File: src/rtl/llc_direct_mapped.sv
// rtl/llc_direct_mapped.sv - direct-mapped write-back write-allocate last-level cache
// Serves 32-bit CPU word requests and moves whole 256-bit lines to and from the cacheline adaptor.
module llc_direct_mapped #(
  parameter int S_INDEX = 4
) (
  input  logic         clk,
  input  logic         reset_n,
  input  logic [31:0]  mem_address,
  input  logic         mem_read,
  input  logic         mem_write,
  input  logic [3:0]   mem_wmask,
  input  logic [31:0]  mem_wdata,
  output logic [31:0]  mem_rdata,
  output logic         mem_resp,
  output logic [31:0]  pmem_address,
  output logic         pmem_read,
  output logic         pmem_write,
  output logic [255:0] pmem_wdata,
  input  logic [255:0] pmem_rdata,
  input  logic         pmem_resp
);
  localparam int SETS  = 1 << S_INDEX;
  localparam int TAG_W = 27 - S_INDEX;

  localparam logic [1:0] ST_IDLE      = 2'd0;
  localparam logic [1:0] ST_COMPARE   = 2'd1;
  localparam logic [1:0] ST_WRITEBACK = 2'd2;
  localparam logic [1:0] ST_FILL      = 2'd3;

  logic [1:0]       state_q, state_d;
  logic [SETS-1:0]  valid_q, valid_d;
  logic [SETS-1:0]  dirty_q, dirty_d;
  logic [255:0]     data_q [SETS];
  logic [TAG_W-1:0] tag_q  [SETS];

  logic [S_INDEX-1:0] idx;
  logic [TAG_W-1:0]   req_tag;
  logic [7:0]         wbase;
  logic               req, hit, resp_hit;
  logic [255:0]       cur_line, merged_line;
  logic [31:0]        cur_word;
  logic               unused_ok;

  assign idx       = mem_address[4+S_INDEX:5];
  assign req_tag   = mem_address[31:5+S_INDEX];
  assign wbase     = {mem_address[4:2], 5'b0};
  assign unused_ok = &{1'b0, mem_address[1:0]};

  assign req      = mem_read | mem_write;
  assign cur_line = data_q[idx];
  assign cur_word = cur_line[wbase +: 32];
  assign hit      = valid_q[idx] && (tag_q[idx] == req_tag);
  assign resp_hit = (state_q == ST_COMPARE) && req && hit;

  // A simultaneous read+write is handled as a write: the merge and dirty set key off mem_write alone.
  always_comb begin
    merged_line = cur_line;
    for (int b = 0; b < 4; b++) begin
      if (mem_wmask[b]) merged_line[wbase + 8'(8*b) +: 8] = mem_wdata[8*b +: 8];
    end
  end

  assign mem_resp     = resp_hit;
  assign mem_rdata    = resp_hit ? cur_word : 32'd0;
  assign pmem_write   = (state_q == ST_WRITEBACK);
  assign pmem_read    = (state_q == ST_FILL);
  assign pmem_wdata   = pmem_write ? cur_line : 256'd0;

  always_comb begin
    pmem_address = 32'd0;
    if (state_q == ST_WRITEBACK) pmem_address = {tag_q[idx], idx, 5'b0};
    else if (state_q == ST_FILL) pmem_address = {req_tag, idx, 5'b0};
  end

  always_comb begin
    state_d = state_q;
    valid_d = valid_q;
    dirty_d = dirty_q;
    case (state_q)
      ST_IDLE: if (req) state_d = ST_COMPARE;
      ST_COMPARE: begin
        if (!req || hit) begin
          state_d = ST_IDLE;
          if (req && mem_write) dirty_d[idx] = 1'b1;
        end else if (dirty_q[idx]) begin
          state_d = ST_WRITEBACK;
        end else begin
          state_d = ST_FILL;
        end
      end
      ST_WRITEBACK: begin
        if (pmem_resp) begin
          dirty_d[idx] = 1'b0;
          state_d      = ST_FILL;
        end
      end
      ST_FILL: begin
        if (pmem_resp) begin
          valid_d[idx] = 1'b1;
          dirty_d[idx] = 1'b0;
          state_d      = ST_COMPARE;
        end
      end
      default: state_d = ST_IDLE;
    endcase
  end

  always_ff @(posedge clk or negedge reset_n) begin
    if (!reset_n) begin
      state_q <= ST_IDLE;
      valid_q <= '0;
      dirty_q <= '0;
    end else begin
      state_q <= state_d;
      valid_q <= valid_d;
      dirty_q <= dirty_d;
    end
  end

  // Line and tag storage carry no reset; writes are gated by FSM state, which reset holds in IDLE.
  always_ff @(posedge clk) begin
    if (state_q == ST_FILL && pmem_resp) begin
      data_q[idx] <= pmem_rdata;
      tag_q[idx]  <= req_tag;
    end else if (resp_hit && mem_write) begin
      data_q[idx] <= merged_line;
    end
  end
endmodule

File: config.mk
export PLATFORM = sky130hd
export DESIGN_NAME = llc_direct_mapped
export DESIGN_NICKNAME = d
export VERILOG_FILES = /design/src/rtl/llc_direct_mapped.sv
export SDC_FILE = /design/constraint.sdc
export NUM_CORES = 2
export LEC_CHECK = 0
export ABC_AREA = 0
export ABC_CLOCK_PERIOD_IN_PS = 41700
export CAP_MARGIN = 5
export CORE_UTILIZATION = 25
export CTS_BUF_LIST = sky130_fd_sc_hd__clkbuf_2
export DETAILED_ROUTE_END_ITERATION = 12
export GPL_TIMING_DRIVEN = 0
export PLACE_DENSITY_LB_ADDON = 0.15
export SYNTH_ARGS = -nofsm -noshare
export SYNTH_HDL_FRONTEND = slang
export SYNTH_MEMORY_MAX_BITS = 65536
export SYNTH_SLANG_ARGS = --single-unit
File: constraint.sdc
create_clock -name clk -period 41.7 [get_ports clk]
set_input_delay 8.34 -clock clk [delete_from_list [all_inputs] [get_ports clk]]
set_output_delay 8.34 -clock clk [all_outputs]
set_load 0.02 [all_outputs]
==> run_results.csv <==
group,metric,value,unit
run_status,status,"complete, but fails checks",
run_status,violations,"max-capacitance violations, max-slew violations",
power,clkPwrFrac,0.338,
power,p_int,6.59,mW
synth,synth_async_sr_flop_share,0.00756,
grt,grt_pass1_vias,104000,
power,switching_power,2.71,mW
sta,max_clock_freq,38.8,MHz
power,p_leak,69.7,nW
clock_tree,post_cts_resized,0,
clock_tree,clk_path_buf_depth,5,
clock_tree,clock-sinks,4498,
grt,grt_max_degree,35,
clock_tree,clk_latency,2.72,ns
synth,synth.area.mux_share,0.202,
placed_design,dp_hpwl,591,mm
finish,layout_common_cells,"edfxtp_1 (4464), clkbuf_2 (1861), mux4_2 (1416)",
worst_setup_path,worstSetupStartpointType,"input port",
worst_setup_path,cp_common_cell,"mux4_2",
floorplanning,die_x,852,um
power,power_frac_seq,0.541,
sta,worst_slew_pin_slew,1.51,ns
sta,fin_hold_ws,0.469,ns
finish,final_cell_area,218000,um^2
worst_setup_path,arrival,17.45,ns
synth,ys_ff_latch,4498,
finish,layout.cells.non_filler,21200,
worst_setup_path,critPathKind,"input port to output port",
clock_tree,cts_hold_buffers,0,
route,drc,0,
synth,yosys_warnings,0,
sta,fin_setup_tns,0,ns
clock_tree,cts_tree,"yes",
run,maxCapViolCount,1,
grt,track_usage,0.217,
clock_tree,postCtsSetupBuffers,0,
floorplanning,dieArea,726000,um^2
hold_path,hold_path_startpoint,"valid_q[11]",
grt,grt_overflow_total,0,
grt,antenna_found_initial,201,
synth,ys_seq_area_frac,0.747,
floorplanning,initial_core_util,0.251,
finish,utilization,0.304,
route,ant_nets,0,
synth,yosysTopAreaCellShare,0.742,
worst_setup_path,worstSetupStartpoint,"mem_address[6]",
worst_setup_path,crit_fanout,10,
floorplanning,io_pins,652,
synth,synth-compound-area-share,0.0129,
clock_tree,cts-root-buf,"clkbuf_2",
synth,yosys.area.top_type,"edfxtp_1",
clock_tree,cts_made_buffers,1285,
synth,synthCells,8164,
sta,fin_skew,0.499,ns
power,switching_share,0.291,
synth,synth_top_family_by_area,"multiplexers",
sta,finalSetupViolCount,0,
sta,finalCritPeriodShare,0.619,
sta,slew_violations,5,
placed_design,place_congestion,0.838,
grt,grt_pass1_wl,1030,mm
route,firstDrtPassIters,6,
synth,synth_edf_count,4464,
floorplanning,dieHeight,852,um
synth,synthAdderAreaFrac,0.000693,
sta,min_period,25.79,ns
floorplanning,coreArea,719000,um^2
placed_design,numPortBuffers,640,
synth,synthTopCellsByArea,"edfxtp_1 (74%), mux4_2 (18%), mux2_1 (1.5%)",
synth,syn-cell-area,181000,um^2
route,wl_per_cell,38.0,um
hold_path,hold_path_class,"flop to flop",
placed_design,dpl_cell_area,207000,um^2
worst_setup_path,worstPathRequired,33.36,ns
sta,rsz0062_at_grt,"no",
sta,hold_violations,0,
worst_setup_path,worstReg2RegStart,"tag_q[1][7]",
route,avgViaCountPerCell,4.96,
synth,synth-simple-area-share,0.0240,
power,powerDensity,42.6,nW/um^2
synth,synth_area_per_cell,22.1,um^2
route,num_vias,105000,
finish,drive_gt1_frac,0.357,
route,dr.first_iter.drc_count,13300,
synth,ys.flop_type,"edfxtp_1",
worst_setup_path,critPathCaptureType,"output port",
finish,nFillCells,70300,
synth,synth_xor_area_frac,0.00102,
worst_setup_path,max_stage_delay,1.06,ns
sta,relSlewSlack,-0.0166,
power,p_comb_frac,0.121,
floorplanning,rows,311,
worst_setup_path,path_cells,"clkdlybuf4s50_1, buf_2, buf_2, buf_1, clkbuf_1, buf_8, clkbuf_2, clkbuf_2, buf_12, clkbuf_1, mux4_2, mux4_2, mux4_2, nand2_1, a21oi_1, clkdlybuf4s50_1",
worst_setup_path,crit_slowest_cell,"a21oi_1",
synth,yosysUniqueCellTypes,65,
clock_tree,h-tree-depth,7,
finish,final_nets,10900,
placed_design,dp_cells,18800,
finish,area_growth,20.9,%
finish,layout_commonest_cell,"edfxtp_1",
worst_setup_path,reg2reg_slack,35.09,ns
route,totalWireLength,805,mm
power,irDropWorstVdd,27.2,uV
clock_tree,clk_pin_slew_worst_paths,0.07,ns
==> power groups by stage <==
stage                     Combinational (mW)  Clock (mW)  Sequential [mW]
after detailed placement                1.13           0             5.13
after global placement                  1.08           0             5.20
final                                   1.13        3.14             5.03
after floorplan                        0.471           0             5.15
after global routing                    1.15        3.43             5.03
after CTS                               1.13        3.22             5.03
==> synthesized netlist by cell type (all sizes together) (27+ instances only) <==
cell type	n
buf	179
mux2i	83
mux2	339
and2	261
o21ai	216
nor2	75
dfrtp	34
mux4	1416
edfxtp	4464
a21oi	42
nand2	461
clkbuf	298
a31oi	35
nand3	30
a22o	27
==> area by class of cell <==
cell class | instances | area [um^2] | share of cell area
multi-input combinational | 3178 | 43800 | 0.200
clock inverter | 311 | 1460 | 0.00670
inverter | 15 | 56.3 | 0.000258
sequential | 4498 | 135000 | 0.618
buffer | 477 | 2300 | 0.0105
antenna | 286 | 716 | 0.00328
clock buffer | 1810 | 9060 | 0.0415
tap | 9546 | 11900 | 0.0547
timing repair buffer | 1063 | 14200 | 0.0649
==> critical path, delay by kind of cell <==
family	cells	cell delay, ns
compound gates	1	1.06
buf+inv	11	6.15
mux	3	1.60
simple gates	1	0.09
==> cells by family (layout without fill, tap and decap cells) <==
| group | after synthesis | count (layout) |
|---|---|---|
| adder cells (fa/ha/maj) | 10 | 10 |
| multiplexers | 1838 | 1838 |
| buffers and inverters | 492 | 3676 |
| AO/OA/AOI/OAI | 395 | 395 |
| flip-flops | 4498 | 4498 |
| AND/OR/NAND/NOR | 909 | 909 |
| other | 1 | 291 |
| XOR/XNOR | 21 | 21 |
==> state kept, by name (all words and copies together) (netlist names), named ones only <==
register,count
tag_q,368
state_q,2
valid_q,16
data_q,4096
==> stage by stage <==
step / power, mW / setup slack [ns]
3_5_place_dp: 6.26 / 15.40
5_1_grt: 9.62 / 16.03
4_1_cts: 9.38 / 15.34
2_1_floorplan: 5.62 / 12.30
3_3_place_gp: 6.28 / -24.75
6_report: 9.30 / 15.91
==> path summary, 6_finish.rpt <==
kind / depth (start not counted) / end
max: 16 / mem_rdata[1]
min: 1 / valid_q[11]
max reg2reg: 16 / data_q[14][20]
min reg2reg: 1 / valid_q[11]
max in group asynchronous: 1 / valid_q[11]
min in group asynchronous: 1 / state_q[1]
==> metal layers <==
layer / global-route usage / routed length (um) / vias up
met5: 0 / 205 / -
met4: 0.0994 / 35900 / 30
met3: 0.0615 / 71400 / 1316
met2: 0.347 / 382000 / 6018
met1: 0.274 / 316000 / 57500
li1: - / - / 40200
Note: power is estimated with default switching activity, not from simulation.
